$ cat src/rtl/cpu_pkg.sv
// Shared definitions for the 8-bit CPU family.
//   seq_op_e       : priority-resolved program-sequencer operation
//   DEFAULT_ADDR_W : default program address width
//   DEFAULT_STEP   : default bytes per instruction (PC increment)
package cpu_pkg;

    localparam int DEFAULT_ADDR_W = 8;
    localparam int DEFAULT_STEP   = 2;

    typedef enum logic [2:0] {
        SEQ_NEXT,
        SEQ_JUMP,
        SEQ_CALL,
        SEQ_RET,
        SEQ_HOLD
    } seq_op_e;

endpackage

$ cat src/rtl/ret_stack.sv
// Return-address LIFO for the program sequencer.
// Ports:
//   clk, reset : clock, asynchronous active-high reset (clears count only)
//   push       : write push_data on top (ignored when full)
//   pop        : drop top entry (ignored when empty); push has priority
//   push_data  : value to push
//   top_data   : current top entry (combinational read, valid when !empty)
//   count      : entries held
//   full/empty : registered, always consistent with count
module ret_stack #(
    parameter int WIDTH = 8,
    parameter int DEPTH = 4
) (
    input  logic                       clk,
    input  logic                       reset,
    input  logic                       push,
    input  logic                       pop,
    input  logic [WIDTH-1:0]           push_data,
    output logic [WIDTH-1:0]           top_data,
    output logic [$clog2(DEPTH+1)-1:0] count,
    output logic                       full,
    output logic                       empty
);

    localparam int CW = $clog2(DEPTH + 1);
    localparam int IW = (DEPTH > 1) ? $clog2(DEPTH) : 1;

    logic [WIDTH-1:0] mem [DEPTH];
    logic [CW-1:0]    count_reg, count_next;
    logic [CW-1:0]    count_m1;
    logic             full_reg, full_next;
    logic             empty_reg, empty_next;
    logic             do_push, do_pop;
    logic [IW-1:0]    wr_idx, top_idx;

    assign do_push  = push && !full_reg;
    assign do_pop   = pop && !push && !empty_reg;
    assign count_m1 = count_reg - CW'(1);
    assign wr_idx   = count_reg[IW-1:0];
    // When empty this index wraps; top_data is then don't-care.
    assign top_idx  = count_m1[IW-1:0];
    assign top_data = mem[top_idx];

    always_comb begin
        count_next = count_reg;
        if (do_push) begin
            count_next = count_reg + CW'(1);
        end else if (do_pop) begin
            count_next = count_m1;
        end
        full_next  = (count_next == CW'(DEPTH));
        empty_next = (count_next == '0);
    end

    always_ff @(posedge clk or posedge reset) begin
        if (reset) begin
            count_reg <= '0;
            full_reg  <= 1'b0;
            empty_reg <= 1'b1;
        end else begin
            count_reg <= count_next;
            full_reg  <= full_next;
            empty_reg <= empty_next;
        end
    end

    // Entry storage needs no reset: an entry is only read after it was pushed.
    generate
        for (genvar gi = 0; gi < DEPTH; gi++) begin : g_entry
            always_ff @(posedge clk) begin
                if (do_push && (wr_idx == IW'(gi))) begin
                    mem[gi] <= push_data;
                end
            end
        end
    endgenerate

    assign count = count_reg;
    assign full  = full_reg;
    assign empty = empty_reg;

endmodule

$ cat src/rtl/pc_sequencer.sv
// Program sequencer: registered fetch address with sequential advance,
// jump, call/return through an internal return stack, stall and sticky
// stack error flags.
// Ports:
//   clk, reset    : clock, asynchronous active-high reset
//   stall         : freeze pc, stack and error flags (err_clr ignored)
//   jump_en       : pc <= target_addr
//   call_en       : push pc+STEP, pc <= target_addr (overflow if full)
//   ret_en        : pc <= popped return address (underflow if empty)
//   target_addr   : jump/call destination
//   err_clr       : clear both sticky error flags
//   pc_out        : registered fetch address
//   stack_count   : entries on return stack
//   stack_full    : stack_count == STACK_DEPTH
//   stack_empty   : stack_count == 0
//   overflow_err  : sticky, call attempted while full
//   underflow_err : sticky, return attempted while empty
// Priority: stall > ret_en > call_en > jump_en > sequential.
module pc_sequencer
    import cpu_pkg::*;
#(
    parameter int                ADDR_W      = DEFAULT_ADDR_W,
    parameter int                STEP        = DEFAULT_STEP,
    parameter int                STACK_DEPTH = 4,
    parameter logic [ADDR_W-1:0] RESET_ADDR  = '0
) (
    input  logic                             clk,
    input  logic                             reset,
    input  logic                             stall,
    input  logic                             jump_en,
    input  logic                             call_en,
    input  logic                             ret_en,
    input  logic [ADDR_W-1:0]                target_addr,
    input  logic                             err_clr,
    output logic [ADDR_W-1:0]                pc_out,
    output logic [$clog2(STACK_DEPTH+1)-1:0] stack_count,
    output logic                             stack_full,
    output logic                             stack_empty,
    output logic                             overflow_err,
    output logic                             underflow_err
);

    seq_op_e          op;
    logic [ADDR_W-1:0] pc_reg, pc_next;
    logic [ADDR_W-1:0] pc_inc;
    logic [ADDR_W-1:0] top_data;
    logic              ovf_reg, ovf_next;
    logic              unf_reg, unf_next;
    logic              push, pop;

    // Wraps modulo 2^ADDR_W; the pushed return address uses the same value.
    assign pc_inc = pc_reg + ADDR_W'(STEP);

    always_comb begin
        if (stall) begin
            op = SEQ_HOLD;
        end else if (ret_en) begin
            op = SEQ_RET;
        end else if (call_en) begin
            op = SEQ_CALL;
        end else if (jump_en) begin
            op = SEQ_JUMP;
        end else begin
            op = SEQ_NEXT;
        end
    end

    always_comb begin
        pc_next  = pc_inc;
        push     = 1'b0;
        pop      = 1'b0;
        // Clear first so a coinciding set condition below wins.
        ovf_next = (err_clr && op != SEQ_HOLD) ? 1'b0 : ovf_reg;
        unf_next = (err_clr && op != SEQ_HOLD) ? 1'b0 : unf_reg;
        case (op)
            SEQ_HOLD: pc_next = pc_reg;
            SEQ_RET: begin
                if (stack_empty) begin
                    unf_next = 1'b1;
                end else begin
                    pc_next = top_data;
                    pop     = 1'b1;
                end
            end
            SEQ_CALL: begin
                if (stack_full) begin
                    ovf_next = 1'b1;
                end else begin
                    pc_next = target_addr;
                    push    = 1'b1;
                end
            end
            SEQ_JUMP: pc_next = target_addr;
            default:  pc_next = pc_inc;
        endcase
    end

    always_ff @(posedge clk or posedge reset) begin
        if (reset) begin
            pc_reg  <= RESET_ADDR;
            ovf_reg <= 1'b0;
            unf_reg <= 1'b0;
        end else begin
            pc_reg  <= pc_next;
            ovf_reg <= ovf_next;
            unf_reg <= unf_next;
        end
    end

    ret_stack #(
        .WIDTH (ADDR_W),
        .DEPTH (STACK_DEPTH)
    ) u_ret_stack (
        .clk       (clk),
        .reset     (reset),
        .push      (push),
        .pop       (pop),
        .push_data (pc_inc),
        .top_data  (top_data),
        .count     (stack_count),
        .full      (stack_full),
        .empty     (stack_empty)
    );

    assign pc_out        = pc_reg;
    assign overflow_err  = ovf_reg;
    assign underflow_err = unf_reg;

endmodule

$ cat config.mk
export PLATFORM = sky130hd
export DESIGN_NAME = pc_sequencer
export DESIGN_NICKNAME = d
export VERILOG_FILES = /design/src/rtl/cpu_pkg.sv /design/src/rtl/ret_stack.sv /design/src/rtl/pc_sequencer.sv
export SDC_FILE = /design/constraint.sdc
export NUM_CORES = 1
export LEC_CHECK = 0
export ABC_AREA = 1
export CORE_MARGIN = 4
export CORE_UTILIZATION = 50
export CTS_CLUSTER_DIAMETER = 40
export CTS_CLUSTER_SIZE = 24
export DETAILED_ROUTE_END_ITERATION = 8
export PLACE_DENSITY = 0.73
export SKIP_LAST_GASP = 1
export SYNTH_ARGS = -nofsm -noshare
export SYNTH_HDL_FRONTEND = slang
export SYNTH_SLANG_ARGS = --single-unit
$ cat constraint.sdc
create_clock -name clk -period 2.37 [get_ports clk]
set_clock_uncertainty 0.2 [all_clocks]
set_input_delay 0.474 -clock clk [delete_from_list [all_inputs] [get_ports clk]]
set_output_delay 0.474 -clock clk [all_outputs]
set_load 0.005 [all_outputs]
==> impl_metrics.csv, run 1 <==
group,metric,value,unit
run_status,status,"complete, no violations",
run,max_cap_viol_count,0,
timing,whs,0.3245,ns
setup_path,arrival,1.41,ns
clocking,clk_path_buf_depth,2,
finish,fin_nets,294,
setup_path,critical_path_class,"reg2out",
grt,grtUsageMet3,0.03279,
finish,fin_area,2813,um^2
routing,drt-total-wl,4697,um
grt,grt_pass1_vias,1603,
die,die_w,76.66,um
die,io_pins,30,
place,routabilityCongestion,0.7871,
grt,grt_pass1_wl,8162,um
place,port_buffers,29,
finish,post-route-util,0.6329,
yosys,syn_area,2357,um^2
timing,fmax,479.2,MHz
place,place_inst,319,
grt,grt_util_all_layers,0.1738,
grt,antenna_found_initial,0,
setup_path,rrSetupSlack,0.41,ns
grt,grt_max_degree,21,
clocking,htreeDepth,2,
min_path,holdCritPathClass,"reg2reg",
clocking,hold_buffers,0,
grt,grt_overflow_total,0,
yosys,syn_nets,258,
finish,largest_reg_flops,32,
yosys,synth_cells,238,
timing,grt_setup_unrepaired,"false",
setup_path,cp_slowest_stage_delay,0.53,ns
min_path,whs_endpoint,"underflow_err",
setup_path,slowest_stage,"clkdlybuf4s50_1",
clocking,cts.sinks,47,
setup_path,crit_fanout,20,
power_and_ir_drop,p_per_area,1084,nW/um^2
timing,timing.final.max_slew_violations,0,
setup_path,cp_cell_sequence,"buf_4 -> clkdlybuf4s50_1",
min_path,worstHoldStart,"underflow_err",
timing,setup_viol,0,
power_and_ir_drop,leakagePower,1.164,nW
yosys,synth_cell_types,35,
finish,layout.cells.most_common,"nand2_1",
clocking,clk_pin_slew_worst_paths,0.09,ns
clocking,clk-insertion-delay-late,0.30,ns
die,initial_utilization,0.5304,
grt,grtUsageMet1,0.2667,
setup_path,startpoint_type,"register",
routing,first_pass_iters,4,
setup_path,reg2reg_depth,9,
finish,mostFrequentLayoutCells,"nand2_1, nor2_1, edfxtp_1, clkdlybuf4s50_1, o21ai_0",
routing,avgViaCountPerCell,5.083,
yosys,yosys_warnings,0,
routing,num_vias,1662,
clocking,cts_buffers,5,
timing,finalCriticalPeriod,2.087,ns
timing,relSlewSlack,0.6006,
setup_path,cp-end-kind,"output port",
clocking,tritoncts,"done",
setup_path,cp_top_family,"buffers and inverters",
routing,dr.first_iter.drc_count,84,
finish,finalNonFillerCells,327,
clocking,post_cts_buffers,0,
die,core,4444,um^2
yosys,seq_area_frac_synth,0.5674,
setup_path,critPathBufInv,2,
yosys,synth_ff_type,"edfxtp_1",
setup_path,r2r-start,"u_ret_stack.count[1]",
place,placed_area,2703,um^2
die,die_h,76.66,um
clocking,cts-resized-gates,0,
clocking,cts-root-buf,"clkbuf_8",
timing,tightest_slew,0.5984,ns
routing,wire_per_inst,14.36,um
yosys,async_flop_share,0.3191,
grt,top_usage_layer,"met1",
power_and_ir_drop,ir_worst_vdd,0.0007371,V
grt,use_met2,0.2526,
yosys,synth_edf_count,32,
routing,drc,0,
die,dieArea,5877,um^2
min_path,whs_path_depth,2,
routing,ant_nets,0,
timing,min_period_over_period,0.8805,
timing,tns,0,ns
finish,syn2layout_area_growth,19.32,%
yosys,avgSynthCellArea,9.904,um^2
yosys,ys_ff_latch,47,
die,rows,24,
timing,hold_viol,0,
setup_path,timing.rr.end,"pc_out[6]",
setup_path,required,1.70,ns
finish,drive_gt1_frac,0.1527,
finish,antenna_cells,0,
place,hpwl,3488,um
==> how the worst max path moves through the flow <==
stage                                    start                     to  slack, ns  depth (start not counted)
after CTS                 u_ret_stack.count[0]         stack_count[0]       0.27                          2
final                     u_ret_stack.count[0]         stack_count[0]       0.28                          2
after detailed placement                 stall  u_ret_stack.mem[0][6]       0.12                          5
after floorplan           u_ret_stack.count[0]              pc_out[5]       0.38                         12
after global placement                   stall  u_ret_stack.mem[0][4]       0.14                          5
after global routing      u_ret_stack.count[1]              pc_out[5]       0.20                          9
==> cells by family (layout without fill, tap and decap cells) <==
family	count (synthesis)	after routing	synth area share
AND/OR/NAND/NOR	121	121	0.2463
adder cells (fa/ha/maj)	5	5	0.02654
buffers and inverters	30	67	0.06793
flip-flops	47	47	0.5674
AO/OA/AOI/OAI	32	32	0.08069
XOR/XNOR	3	3	0.01115
==> synth_stat cells (2+ instances only) <==
library cell  instances  area share
inv_2                 5      0.0080
a21oi_1               2      0.0042
edfxtp_1             32        0.41
inv_1                15       0.024
o22ai_1               8       0.021
nand2_1              63        0.10
nor2_4                2      0.0096
buf_4                 2      0.0064
nor2_1               34       0.054
ha_1                  5       0.027
dfrtp_1              14        0.15
nand3_2               3       0.013
xor2_1                2      0.0074
buf_6                 4       0.019
o21ai_0              18       0.038
nand2_2               5       0.013
nand3_1               6       0.013
==> power breakdown <==
group	leakage, nW	total, mW	switching [mW]	internal [mW]
Sequential	0.478	1.22	0.125	1.10
Combinational	0.633	1.27	0.746	0.522
Clock	0.0530	0.559	0.283	0.276
Total	1.16	3.05	1.15	1.90
==> routing by layer <==
| metal | wire (um) | part of all wire | vias to the layer above |
|---|---|---|---|
| met5 | 0 | 0 | - |
| met3 | 274 | 0.058 | 2 |
| met1 | 2314 | 0.49 | 758 |
| met4 | 19 | 0.0040 | 0 |
| met2 | 2089 | 0.44 | 50 |
| li1 | - | - | 852 |
==> cell type report <==
class / count / area [um^2]
tap: 52 / 65.06
sequential: 47 / 1338
clock inverter: 2 / 16.27
clock buffer: 6 / 93.84
inverter: 22 / 90.09
fill: 376 / 1632
timing repair buffer: 37 / 350.3
multi-input combinational: 161 / 859.6
==> worst register-to-register path: cells and delay by family (launching register included) <==
family,cells,cell delay (ns)
AOI/OAI and AO/OA,2,0.29
adders and majority gates,1,0.41
and+or+nand+nor,4,0.27
buffers and inverters,2,0.28
DFF,1,0.43
==> stage by stage <==
step	power, mW	setup slack (ns)
CTS	3.067	0.2658
finish	3.050	0.2832
floorplan	2.047	0.3804
global placement	2.507	0.1377
global route	3.300	0.1960
detailed placement	2.514	0.1182
No activity file was read; power rests on OpenSTA's default activity.
==> run 2: changes to the inputs <==
CTS_CLUSTER_SIZE = 14   (was 24)
==> results of run 2 <==
Same layout as run 1: the final DEF is identical, and so are final timing and power.
==> run 3: changes to the inputs <==
CAP_MARGIN = 0   (was not set)
CORE_UTILIZATION = 55   (was 50)
PLACE_DENSITY = 0.79   (was 0.73)
==> run 3 against run 2 <==
  * First-iteration DRC count up 100%
  * Worst hold slack about the same
  * Critical path depth unchanged
  * Via count up 1.3%
  * Critical endpoint unchanged
  * Count of clock-buffer cells in the layout down 1
  * Routed wire length down 4.4%
==> impl_metrics.csv, run 3 (synthesized netlist as in run 1, its figures left out) <==
group,metric,value,unit
run_status,status,"complete, no violations",
die,rows,23,
grt,grt_max_degree,21,
timing,tns,0,ns
finish,finalNonFillerCells,325,
routing,drc,0,
finish,fin_nets,294,
finish,syn2layout_area_growth,19.48,%
setup_path,startpoint_type,"register",
die,core,4086,um^2
run,max_cap_viol_count,0,
clocking,htreeDepth,2,
setup_path,required,1.70,ns
clocking,post_cts_buffers,0,
finish,mostFrequentLayoutCells,"nand2_1, nor2_1, edfxtp_1, clkdlybuf4s50_1, o21ai_0",
routing,avgViaCountPerCell,5.178,
routing,ant_nets,0,
clocking,cts-root-buf,"clkbuf_8",
timing,relSlewSlack,0.5993,
timing,hold_viol,0,
routing,wire_per_inst,13.82,um
clocking,hold_buffers,0,
power_and_ir_drop,leakagePower,1.170,nW
place,hpwl,3374,um
timing,grt_setup_unrepaired,"false",
clocking,cts.sinks,47,
routing,num_vias,1683,
die,io_pins,30,
power_and_ir_drop,p_per_area,1099,nW/um^2
setup_path,critical_path_class,"reg2out",
min_path,holdCritPathClass,"reg2reg",
clocking,clk_path_buf_depth,2,
setup_path,arrival,1.43,ns
timing,timing.final.max_slew_violations,0,
setup_path,cp-end-kind,"output port",
clocking,cts_buffers,5,
clocking,cts-resized-gates,0,
timing,tightest_slew,0.6004,ns
place,routabilityCongestion,0.7752,
grt,grt_util_all_layers,0.1859,
power_and_ir_drop,ir_worst_vdd,0.0006914,V
grt,grt_overflow_total,0,
routing,first_pass_iters,4,
setup_path,crit_fanout,20,
routing,dr.first_iter.drc_count,171,
die,die_h,73.47,um
grt,grt_pass1_vias,1627,
finish,fillCellCount,312,
place,port_buffers,29,
timing,min_period_over_period,0.8873,
place,place_inst,317,
timing,fmax,475.6,MHz
clocking,tritoncts,"done",
timing,setup_viol,0,
routing,drt-total-wl,4492,um
finish,largest_reg_flops,32,
die,dieArea,5397,um^2
finish,layout.cells.most_common,"nand2_1",
grt,antenna_found_initial,0,
grt,grt_pass1_wl,7679,um
die,die_w,73.47,um
clocking,clk_pin_slew_worst_paths,0.09,ns
finish,drive_gt1_frac,0.1527,
finish,antenna_cells,0,
clocking,clk-insertion-delay-late,0.30,ns
die,initial_utilization,0.5769,
timing,finalCriticalPeriod,2.103,ns
[run 3: worst paths after layout]
check	startpoint	to	slack [ns]	cells after the start
max in group asynchronous	reset	pc_out[7]	1.25	2
max	u_ret_stack.count[0]	stack_count[0]	0.27	2
min reg2reg	underflow_err	underflow_err	0.32	2
min	underflow_err	underflow_err	0.32	2
max reg2reg	u_ret_stack.count[1]	pc_out[6]	0.38	9
min in group asynchronous	reset	overflow_err	0.33	2
[run 3: worst max-delay path, cell delays in order, from the launching register on]
cell and delay (ns):
dfrtp_1 0.37, buf_4 0.22, clkdlybuf4s50_1 0.53
[run 3: area by class of cell]
type,instances,area (um^2),share of cell area
Clock buffer,5,68.82,0.02443
Clock inverter,3,47.55,0.01688
Inverter,22,90.09,0.03199
Multi-Input combinational cell,161,859.6,0.3052
Sequential cell,47,1338,0.4749
Tap cell,50,62.56,0.02221
Timing Repair Buffer,37,350.3,0.1244
[run 3: metrics by stage]
step	power [mW]	hold WS [ns]	cell area [um^2]	setup WS, ns	utilization
after floorplan	2.047	0.1748	2357	0.3804	-
after global placement	2.490	0.2982	2700	0.1430	0.6607
after detailed placement	2.497	0.2889	2700	0.1372	0.6607
after CTS	3.104	0.3234	2816	0.2549	0.6892
after global routing	3.316	0.3674	2816	0.1768	0.6892
final	3.096	0.3243	2816	0.2672	0.6892
[run 3: metal layers]
metal  vias up  GRT usage  share of wire
li1        856          -              -
met5         -          0              0
met2        45     0.2884           0.46
met4         0    0.04225         0.0098
met3         7    0.04378          0.054
met1       775     0.2664           0.47
[run 3: where the power goes]
part           internal [mW]  switching [mW]
combinational          0.523           0.754
clock                  0.320           0.277
sequential              1.10           0.125
total                   1.94            1.15
